[src/rtl/lsu_mem_stage_if.sv]
// Word-wide memory bus between the load/store unit (master) and the memory system (slave).
interface lsu_mem_stage_if;
   logic        req;
   logic        we;
   logic [31:0] addr;
   logic [3:0]  be;
   logic [31:0] wdata;
   logic        ack;
   logic [31:0] rdata;

   modport master (output req, we, addr, be, wdata, input ack, rdata);
   modport slave  (input req, we, addr, be, wdata, output ack, rdata);
endinterface

[src/rtl/lsu_mem_stage.sv]
// MEMORY-stage load/store unit: sub-word alignment, LED toggle register,
// and a single-outstanding bus access that stalls the pipeline until done.
module lsu_mem_stage #(
   parameter logic [31:0] TOGGLE_ADDR = 32'd52,
   parameter logic [7:0]  TIMEOUT     = 8'd255
) (
   input  logic                  clk,
   input  logic                  reset,
   input  logic                  MemReadM,
   input  logic                  MemWriteM,
   input  logic [2:0]            funct3M,
   input  logic [31:0]           ALUResultM,
   input  logic [31:0]           WriteDataM,
   output logic                  StallM,
   output logic [31:0]           ReadDataM,
   output logic [31:0]           toggle_value,
   output logic                  access_err,
   lsu_mem_stage_if.master       bus
);

   localparam int unsigned DW = 32;
   localparam int unsigned CW = 8;

   typedef enum logic [1:0] {IDLE, BUS, DONE} state_t;

   state_t          state_q, state_d;
   logic            we_q;
   logic [DW-1:0]   addr_q;
   logic [1:0]      off_q;
   logic [3:0]      be_q;
   logic [DW-1:0]   wdata_q;
   logic [2:0]      f3_q;
   logic [CW-1:0]   cnt_q;
   logic [DW-1:0]   data_q;
   logic [DW-1:0]   toggle_q;

   logic            access, legal, aligned, valid, hit;
   logic [3:0]      be_c;
   logic [DW-1:0]   wdata_c;
   logic            stall_c, err_c, req_c;
   logic [DW-1:0]   rdata_c;
   logic            capture, toggle_we, ack_take, timeout;

   // Pick the addressed byte/half out of a word and extend it per funct3.
   function automatic logic [31:0] load_extend(input logic [2:0] f3, input logic [1:0] off,
                                               input logic [31:0] w);
      logic [7:0]  b;
      logic [15:0] h;
      logic [31:0] r;
      case (off)
         2'd0:    b = w[7:0];
         2'd1:    b = w[15:8];
         2'd2:    b = w[23:16];
         default: b = w[31:24];
      endcase
      h = off[1] ? w[31:16] : w[15:0];
      case (f3)
         3'b000:  r = {{24{b[7]}}, b};
         3'b100:  r = {24'd0, b};
         3'b001:  r = {{16{h[15]}}, h};
         3'b101:  r = {16'd0, h};
         3'b010:  r = w;
         default: r = '0;
      endcase
      return r;
   endfunction

   // Request decode: legality, alignment, lane enables and replicated store data.
   always_comb begin
      access  = MemReadM | MemWriteM;
      legal   = 1'b0;
      aligned = 1'b1;
      be_c    = 4'b0000;
      wdata_c = WriteDataM;
      case (funct3M)
         3'b000, 3'b100: begin
            legal   = 1'b1;
            be_c    = 4'(4'b0001 << ALUResultM[1:0]);
            wdata_c = {4{WriteDataM[7:0]}};
         end
         3'b001, 3'b101: begin
            legal   = 1'b1;
            aligned = ~ALUResultM[0];
            be_c    = ALUResultM[1] ? 4'b1100 : 4'b0011;
            wdata_c = {2{WriteDataM[15:0]}};
         end
         3'b010: begin
            legal   = 1'b1;
            aligned = (ALUResultM[1:0] == 2'b00);
            be_c    = 4'b1111;
         end
         default: legal = 1'b0;
      endcase
      valid = access & legal & aligned;
      hit   = valid & (ALUResultM == TOGGLE_ADDR);
   end

   // Next-state and per-cycle control.
   always_comb begin
      state_d   = state_q;
      stall_c   = 1'b0;
      err_c     = 1'b0;
      req_c     = 1'b0;
      rdata_c   = '0;
      capture   = 1'b0;
      toggle_we = 1'b0;
      ack_take  = 1'b0;
      timeout   = 1'b0;
      case (state_q)
         IDLE: begin
            if (access && !valid) begin
               err_c = 1'b1;
            end else if (hit) begin
               if (MemWriteM) toggle_we = 1'b1;
               else           rdata_c   = toggle_q;
            end else if (valid) begin
               stall_c = 1'b1;
               capture = 1'b1;
               state_d = BUS;
            end
         end
         BUS: begin
            stall_c = 1'b1;
            if (cnt_q == TIMEOUT) begin
               timeout = 1'b1;
               err_c   = 1'b1;
               state_d = DONE;
            end else begin
               req_c = 1'b1;
               if (bus.ack) begin
                  ack_take = 1'b1;
                  state_d  = DONE;
               end
            end
         end
         DONE: begin
            if (!we_q) rdata_c = load_extend(f3_q, off_q, data_q);
            state_d = IDLE;
         end
         default: state_d = IDLE;
      endcase
      // Outputs are forced quiet for as long as reset is held.
      if (reset) begin
         stall_c = 1'b0;
         err_c   = 1'b0;
         req_c   = 1'b0;
         rdata_c = '0;
      end
   end

   always_ff @(posedge clk or posedge reset) begin
      if (reset) begin
         state_q  <= IDLE;
         we_q     <= 1'b0;
         addr_q   <= '0;
         off_q    <= 2'd0;
         be_q     <= 4'd0;
         wdata_q  <= '0;
         f3_q     <= 3'd0;
         cnt_q    <= '0;
         data_q   <= '0;
         toggle_q <= '0;
      end else begin
         state_q <= state_d;
         if (capture) begin
            we_q    <= MemWriteM;
            addr_q  <= {ALUResultM[31:2], 2'b00};
            off_q   <= ALUResultM[1:0];
            be_q    <= be_c;
            wdata_q <= wdata_c;
            f3_q    <= funct3M;
            cnt_q   <= '0;
         end else if (state_q == BUS) begin
            cnt_q <= CW'(cnt_q + 1'b1);
         end
         if (ack_take)     data_q <= we_q ? '0 : bus.rdata;
         else if (timeout) data_q <= '0;
         if (toggle_we) toggle_q <= WriteDataM;
      end
   end

   assign StallM       = stall_c;
   assign ReadDataM    = rdata_c;
   assign access_err   = err_c;
   assign toggle_value = toggle_q;
   assign bus.req      = req_c;
   assign bus.we       = we_q;
   assign bus.addr     = addr_q;
   assign bus.be       = be_q;
   assign bus.wdata    = wdata_q;

endmodule

[src/flat_wrapper.sv]
// flat-port wrapper written by rule: the top's interface ports become plain ports
module lsu_mem_stage_flat 
#(
   parameter logic [31:0] TOGGLE_ADDR = 32'd52,
   parameter logic [7:0]  TIMEOUT     = 8'd255
)
  (clk, reset, MemReadM, MemWriteM, funct3M, ALUResultM, WriteDataM, StallM, ReadDataM, toggle_value, access_err, bus_req, bus_we, bus_addr, bus_be, bus_wdata, bus_ack, bus_rdata);
  lsu_mem_stage_if bus_i ();
  input  logic clk;
  input  logic reset;
  input  logic MemReadM;
  input  logic MemWriteM;
  input  logic [2:0] funct3M;
  input  logic [31:0] ALUResultM;
  input  logic [31:0] WriteDataM;
  output logic StallM;
  output logic [31:0] ReadDataM;
  output logic [31:0] toggle_value;
  output logic access_err;
  output wire logic [$bits(bus_i.req)-1:0] bus_req;
  output wire logic [$bits(bus_i.we)-1:0] bus_we;
  output wire logic [$bits(bus_i.addr)-1:0] bus_addr;
  output wire logic [$bits(bus_i.be)-1:0] bus_be;
  output wire logic [$bits(bus_i.wdata)-1:0] bus_wdata;
  input wire logic [$bits(bus_i.ack)-1:0] bus_ack;
  input wire logic [$bits(bus_i.rdata)-1:0] bus_rdata;
  assign bus_req = bus_i.req;
  assign bus_we = bus_i.we;
  assign bus_addr = bus_i.addr;
  assign bus_be = bus_i.be;
  assign bus_wdata = bus_i.wdata;
  assign bus_i.ack = bus_ack;
  assign bus_i.rdata = bus_rdata;
  lsu_mem_stage #(.TOGGLE_ADDR(TOGGLE_ADDR), .TIMEOUT(TIMEOUT)) u_core (.clk(clk), .reset(reset), .MemReadM(MemReadM), .MemWriteM(MemWriteM), .funct3M(funct3M), .ALUResultM(ALUResultM), .WriteDataM(WriteDataM), .StallM(StallM), .ReadDataM(ReadDataM), .toggle_value(toggle_value), .access_err(access_err), .bus(bus_i));
endmodule
[config.mk]
export PLATFORM = sky130hd
export DESIGN_NAME = lsu_mem_stage_flat
export DESIGN_NICKNAME = d
export VERILOG_FILES = /design/src/rtl/lsu_mem_stage_if.sv /design/src/rtl/lsu_mem_stage.sv /design/src/flat_wrapper.sv
export SDC_FILE = /design/constraint.sdc
export NUM_CORES = 1
export LEC_CHECK = 0
export CAP_MARGIN = 20
export CORE_AREA = 2 2 164 166
export CTS_CLUSTER_SIZE = 25
export DETAILED_ROUTE_END_ITERATION = 12
export DIE_AREA = 0 0 166 168
export GPL_TIMING_DRIVEN = 1
export PLACE_DENSITY_LB_ADDON = 0.05
export SKIP_CTS_REPAIR_TIMING = 1
export SYNTH_ARGS = -nofsm -noshare
export SYNTH_HDL_FRONTEND = slang
export SYNTH_SLANG_ARGS = --single-unit
[constraint.sdc]
create_clock -name clk -period 11.55 [get_ports clk]
set_input_delay 2.8875 -clock clk [delete_from_list [all_inputs] [get_ports clk]]
set_output_delay 2.8875 -clock clk [all_outputs]
set_load 0.05 [all_outputs]
## Word level (Yosys, flattened, before mapping)

Index checks and enable logic that the tools add are counted.

| cells by class | value |
|---|---|
| eq/ne operators | 18 |
| shift operators | 1 |
| magnitude comparators | 0 |
| multiply operators | 0 |
| divide/modulo/power cells | 0 |
| bitwise gates (word level) | 5 |
| add/subtract/negate cells | 1 |
| reductions and logical operators | 13 |
| muxes and demuxes | 46 |

Operator list:

| cell | number |
|---|---|
| $mux W32 | 8 |
| $pmux W32 S5 | 1 |
| $pmux W32 S2 | 2 |
| $eq A32 B6 Y1 const B | 1 |
| $pmux W8 S3 | 1 |
| $mux W1 | 20 |
| $mux W16 | 1 |
| $mux W8 | 2 |
| $eq A3 B3 Y1 const B | 4 |
| $pmux W4 S3 | 1 |
| $mux W2 | 5 |
| $add A8 B1 Y8 const B | 1 |
| $eq A8 B8 Y1 const B | 1 |
| $eq A3 B1 Y1 const B | 2 |
| $eq A3 B2 Y1 const B | 2 |
| $logic_not A2 Y1 | 3 |
| $logic_not A3 Y1 | 2 |
| $pmux W1 S2 | 3 |
| $reduce_or A5 Y1 | 1 |
| $eq A2 B1 Y1 const B | 2 |
| $eq A2 B2 Y1 const B | 2 |
| $mux W4 | 1 |
| $ne A2 B2 Y1 const B | 2 |
| $pmux W2 S2 | 1 |
| 11 further kinds | 15 |

| word-level totals | value |
|---|---|
| register bits after elaboration | 146 |
| bits in writable memories | 0 |
| bits in latches | 0 |
| word-level logic and storage cells | 94 |
| memories kept | 0 |
| bits of input ports | 104 |
| memory bits (read-only) | 0 |
| output and inout bits | 136 |

## Longest topological paths before layout

| logic depth | value |
|---|---|
| depth after elaboration | 10 |
| gate-level depth with buffers | 8 |
| gate-level depth less buffers | 5 |

## Worst setup path after synthesis

Ideal clock, no wire load.

| path | value |
|---|---|
| path type | input to output |
| start | in ALUResultM[1] |
| end | out ReadDataM[15] |
| buffers on the path | 2 |
| slack | 3.293 ns |
| stages on the path | 6 |
| arrival time | 5.369 ns |
| cells stage by stage | buf_6 -> or4_4 -> a2111oi_4 -> nand4_1 -> buf_2 -> o21ai_0 |

| between the ends | value |
|---|---|
| longest elaborated chain between the ends | 8 |
| elaborated cells between the ends (all ways) | 11 |
| classes of those cells | eq/ne: 1; mux: 5; bitwise: 2; reduce/logical: 3 |

Ends and longest elaborated chain:

| what | RTL line | text |
|---|---|---|
| start, declared | flat_wrapper.sv:14 | `input logic [31:0] ALUResultM;` |
| $logic_not A2 Y1 | lsu_mem_stage.sv:89 | `aligned = (ALUResultM[1:0] == 2'b00);` |
| $pmux W1 S2 | lsu_mem_stage.sv:75 | `case (funct3M)` |
| $and A1 B1 Y1 | lsu_mem_stage.sv:94 | `valid = access & legal & aligned;` |
| $and A1 B1 Y1 or $logic_not A1 Y1 (tied branches) | lsu_mem_stage.sv:95, lsu_mem_stage.sv:111 |  |
| $mux W32 or $logic_and A1 B1 Y1 (tied branches) | lsu_mem_stage.sv:113, lsu_mem_stage.sv:111 |  |
| $mux W32 (*) | lsu_mem_stage.sv:111 | `if (access && !valid) begin` |
| $pmux W32 S2 (*) | lsu_mem_stage.sv:109 | `case (state_q)` |
| $mux W32 (*) | lsu_mem_stage.sv:143 | `if (reset) begin` |
| end, declared | flat_wrapper.sv:17 | `output logic [31:0] ReadDataM;` |

Mark *: on every way between the ends. The rest lies on a longest branch, timed or not.

## Worst setup path after layout

| path | value |
|---|---|
| start | in funct3M[0] |
| end | out ReadDataM[23] |

| between the ends | value |
|---|---|
| longest elaborated chain between the ends | 10 |
| elaborated cells between the ends (all ways) | 18 |
| classes of those cells | eq/ne: 4; mux: 6; bitwise: 3; reduce/logical: 5 |

Ends and longest elaborated chain:

| what | RTL line | text |
|---|---|---|
| start, declared | flat_wrapper.sv:13 | `input logic [2:0] funct3M;` |
| $eq A3 B3 Y1 (tied with other cells) | lsu_mem_stage.sv:75 |  |
| $reduce_or A5 Y1 (no source line) | -- |  |
| $mux W1 | lsu_mem_stage.sv:75 |  |
| $and A1 B1 Y1 | lsu_mem_stage.sv:94 |  |
| $and A1 B1 Y1 (*) | lsu_mem_stage.sv:94 |  |
| $and A1 B1 Y1 or $logic_not A1 Y1 (tied branches) | lsu_mem_stage.sv:95, lsu_mem_stage.sv:111 |  |
| $mux W32 or $logic_and A1 B1 Y1 (tied branches) | lsu_mem_stage.sv:113, lsu_mem_stage.sv:111 |  |
| $mux W32 (*) | lsu_mem_stage.sv:111 |  |
| $pmux W32 S2 (*) | lsu_mem_stage.sv:109 |  |
| $mux W32 (*) | lsu_mem_stage.sv:143 |  |

Marks and branches as above.

==> flow_summary.ini <==
[routing]
post_drt_wl_per_cell_um = 22.2
vias_per_cell = 5.00
via_count = 5961
routed.top_layer = met4
drt-initial-drc-count = 358
wl_met3_um = 1850
firstDrtPassIters = 5
drc = 0
dr_wl_met2_um = 12400
drt-total-wl_um = 26400
ant_nets = 0
wl_met1_um = 11800

[floorplanning]
dieArea_um2 = 27900
start_util = 0.292
io_pins = 240
fp.dieW_um = 166
die_h_um = 168
core_area_um2 = 26400
rows = 60

[global_route]
grt-ovfl-total = 0
grt_first_pass_wirelength_um = 40800
grt_use_total = 0.192
grt_pass1_vias = 6398
grt_max_degree = 100
grt_antenna_before_repair = 1

[yosys]
syn_avg_cell_area_um2 = 12.6
synth_top_cell_by_area = dfrtp_1
async_flop_share = 1.00
synth_top_area_frac = 0.475
synth-edff-count = 0
ys_ff_latch = 146
syn_area_um2 = 7700
ys.flop_type = dfrtp_1
synth.area.top_cells = dfrtp_1 (47%), mux2_4 (13%), mux2_2 (7.9%)
ys_types = 55
yosysSeqAreaShare = 0.475
netlist_instances = 613
yosys_warnings = 0

[cells_and_area]
utilization = 0.412
area_growth_pct = 41.1
num_antenna_cells = 0
nets = 944
fillers = 2499
drive_gt1_frac = 0.239

[timing]
rsz0062_at_grt = no
finalHoldViolations = 0
setup_viol = 0
period_share = 0.776
fmax_mhz = 112
tns_ns = 0
slew_headroom = 0.313
period_needed_ns = 8.96
worst_pin_slew_ns = 1.03
skew_ns = 0.0116
slew_violations = 0

[clocking]
root_buffer = clkbuf_16
clock_latency_ns = 0.43
cts.clk_slew.worst_paths_ns = 0.06
clock-sinks = 146
cts_made_buffers = 17
clockBufferDepth = 2
cts_tree = built
htreeDepth = 4

[power]
irDropWorstVdd_mv = 0.119
power_density_nw_per_um2 = 222
total_leakage_power_uw = 0.00443

[critical_path]
cp.arrival_ns = 6.07
worst_setup_path_start_kind = primary input
critPathMaxFanout = 28
crit_type = in -> out
cp_data_required_time_ns = 8.66
end_kind = output port

[placed_design]
place.detailed.hpwl_um = 19000
port-buffer-count = 237
gp_congestion = 0.849

[run_status]
status = finished clean

[flow_run]
cap_viol_max_count = 0

[worst_hold_path]
min_path_type = reg -> reg
## cells in the mapped netlist (2+ instances only)
| master | count |
|---|---|
| nor2_1 | 13 |
| buf_12 | 7 |
| mux2_4 | 67 |
| o22ai_2 | 10 |
| xor2_1 | 2 |
| nor2b_1 | 6 |
| o211ai_1 | 2 |
| nand4_1 | 6 |
| buf_1 | 2 |
| and4_1 | 2 |
| a22oi_1 | 17 |
| buf_4 | 3 |
| mux2i_1 | 14 |
| or2_2 | 5 |
| mux2_2 | 54 |
| and3_1 | 9 |
| mux4_2 | 8 |
| o21a_1 | 2 |
| nor3_1 | 3 |
| nor3b_1 | 3 |
| buf_6 | 6 |
| a22o_1 | 33 |
| nand2b_1 | 3 |
| buf_2 | 6 |
| a222oi_1 | 3 |
| o21ai_0 | 31 |
| nor4bb_1 | 2 |
| clkbuf_1 | 21 |
| a31o_2 | 5 |
| dfrtp_1 | 146 |
| nor4_1 | 6 |
| o22ai_1 | 17 |
| nand2_1 | 35 |
| nand3_1 | 5 |
| a21oi_1 | 5 |
| inv_1 | 35 |
## flip-flops by register name, summed over array words and instances (netlist names)
register and flops:
u_core.f3_q 3, u_core.toggle_value 32, u_core.state_q 2, u_core.data_q 32, u_core.bus.wdata 32, u_core.bus.be 4
u_core.bus.we 1, u_core.bus.addr 30, u_core.off_q 2, u_core.cnt_q 8
## per-layer routing
metal | up-vias | global-route usage
met1 | 3025 | 0.252
met3 | 13 | 0.0604
li1 | 2706 | -
met4 | 0 | 0.0457
met5 | - | 0
met2 | 217 | 0.309
## worst paths after layout
check,start,endpoint,slack (ns),cells after the start
setup / recovery,funct3M[0],ReadDataM[23],2.59,8
hold / removal,u_core.bus.addr[31],u_core.bus.addr[31],0.51,1
setup reg to reg,u_core.state_q[0],u_core.bus.wdata[31],8.38,6
hold reg to reg,u_core.bus.addr[31],u_core.bus.addr[31],0.51,1
max in group asynchronous,reset,u_core.data_q[3],7.07,3
min in group asynchronous,reset,u_core.bus.addr[21],3.23,2
## logic make-up after synthesis
group,Yosys count,share of synthesized area
other,1,0.000487
buffers and inverters,81,0.0628
DFF,146,0.475
AOI/OAI and AO/OA,134,0.133
adders and majority gates,1,0.00163
xor gates and xnor gates,3,0.00341
and+or+nand+nor,104,0.0722
muxes,143,0.251
## through the flow
stage	total power, uW	worst slack (ns)	instances	hold WS [ns]	instance area [um^2]
2_1_floorplan	1510	3.29	614	0.484	7700
6_report	2410	2.59	1193	0.510	10900
4_1_cts	2440	2.58	1191	0.515	10800
3_3_place_gp	1860	2.65	1158	0.495	10300
3_5_place_dp	1870	2.61	1159	0.493	10300
5_1_grt	2530	2.46	1193	0.523	10900
## final cells by class
class,count,area (um^2),area share
clock buffer,18,429,0.0395
clock inverter,14,141,0.0130
inverter,35,136,0.0126
multi-input combinational,387,3580,0.330
sequential,146,3650,0.336
tap,341,427,0.0393
timing repair buffer,252,2490,0.229
## power breakdown
part | internal, uW | switching, uW | leakage (uW) | total [uW]
clock | 304 | 246 | 0.000273 | 550
combinational | 459 | 588 | 0.00231 | 1050
sequential | 665 | 152 | 0.00185 | 817
total | 1430 | 987 | 0.00443 | 2410
## critical path, stage by stage
cell	delay, ns
clkdlybuf4s50_1	0.44
buf_4	0.23
or4_4	0.54
a2111oi_4	0.43
nand4_1	0.18
buf_4	0.29
o22ai_1	0.23
clkdlybuf4s50_1	0.84
## placed cells by master (no fill, tap or decap), types with 3 or more instances in the layout
master and n:
mux2_4 67, nand4_1 6, clkdlybuf4s50_1 237, dfrtp_1 146
nor4_1 6, inv_1 34, a22o_1 33, nor2_1 13
a31o_2 5, nand3_1 5, o22ai_2 10, mux2i_1 14
or2_2 5, mux4_2 8, a222oi_1 3, a21oi_1 5
nor2b_1 6, a22oi_1 17, nand2b_1 3, inv_6 7
clkbuf_16 17, o21ai_0 31, and3_1 9, nand2_1 35
clkinvlp_4 3, buf_4 14, o22ai_1 17, nor3_1 3
mux2_2 54
Note: power is estimated with default switching activity, not from simulation.
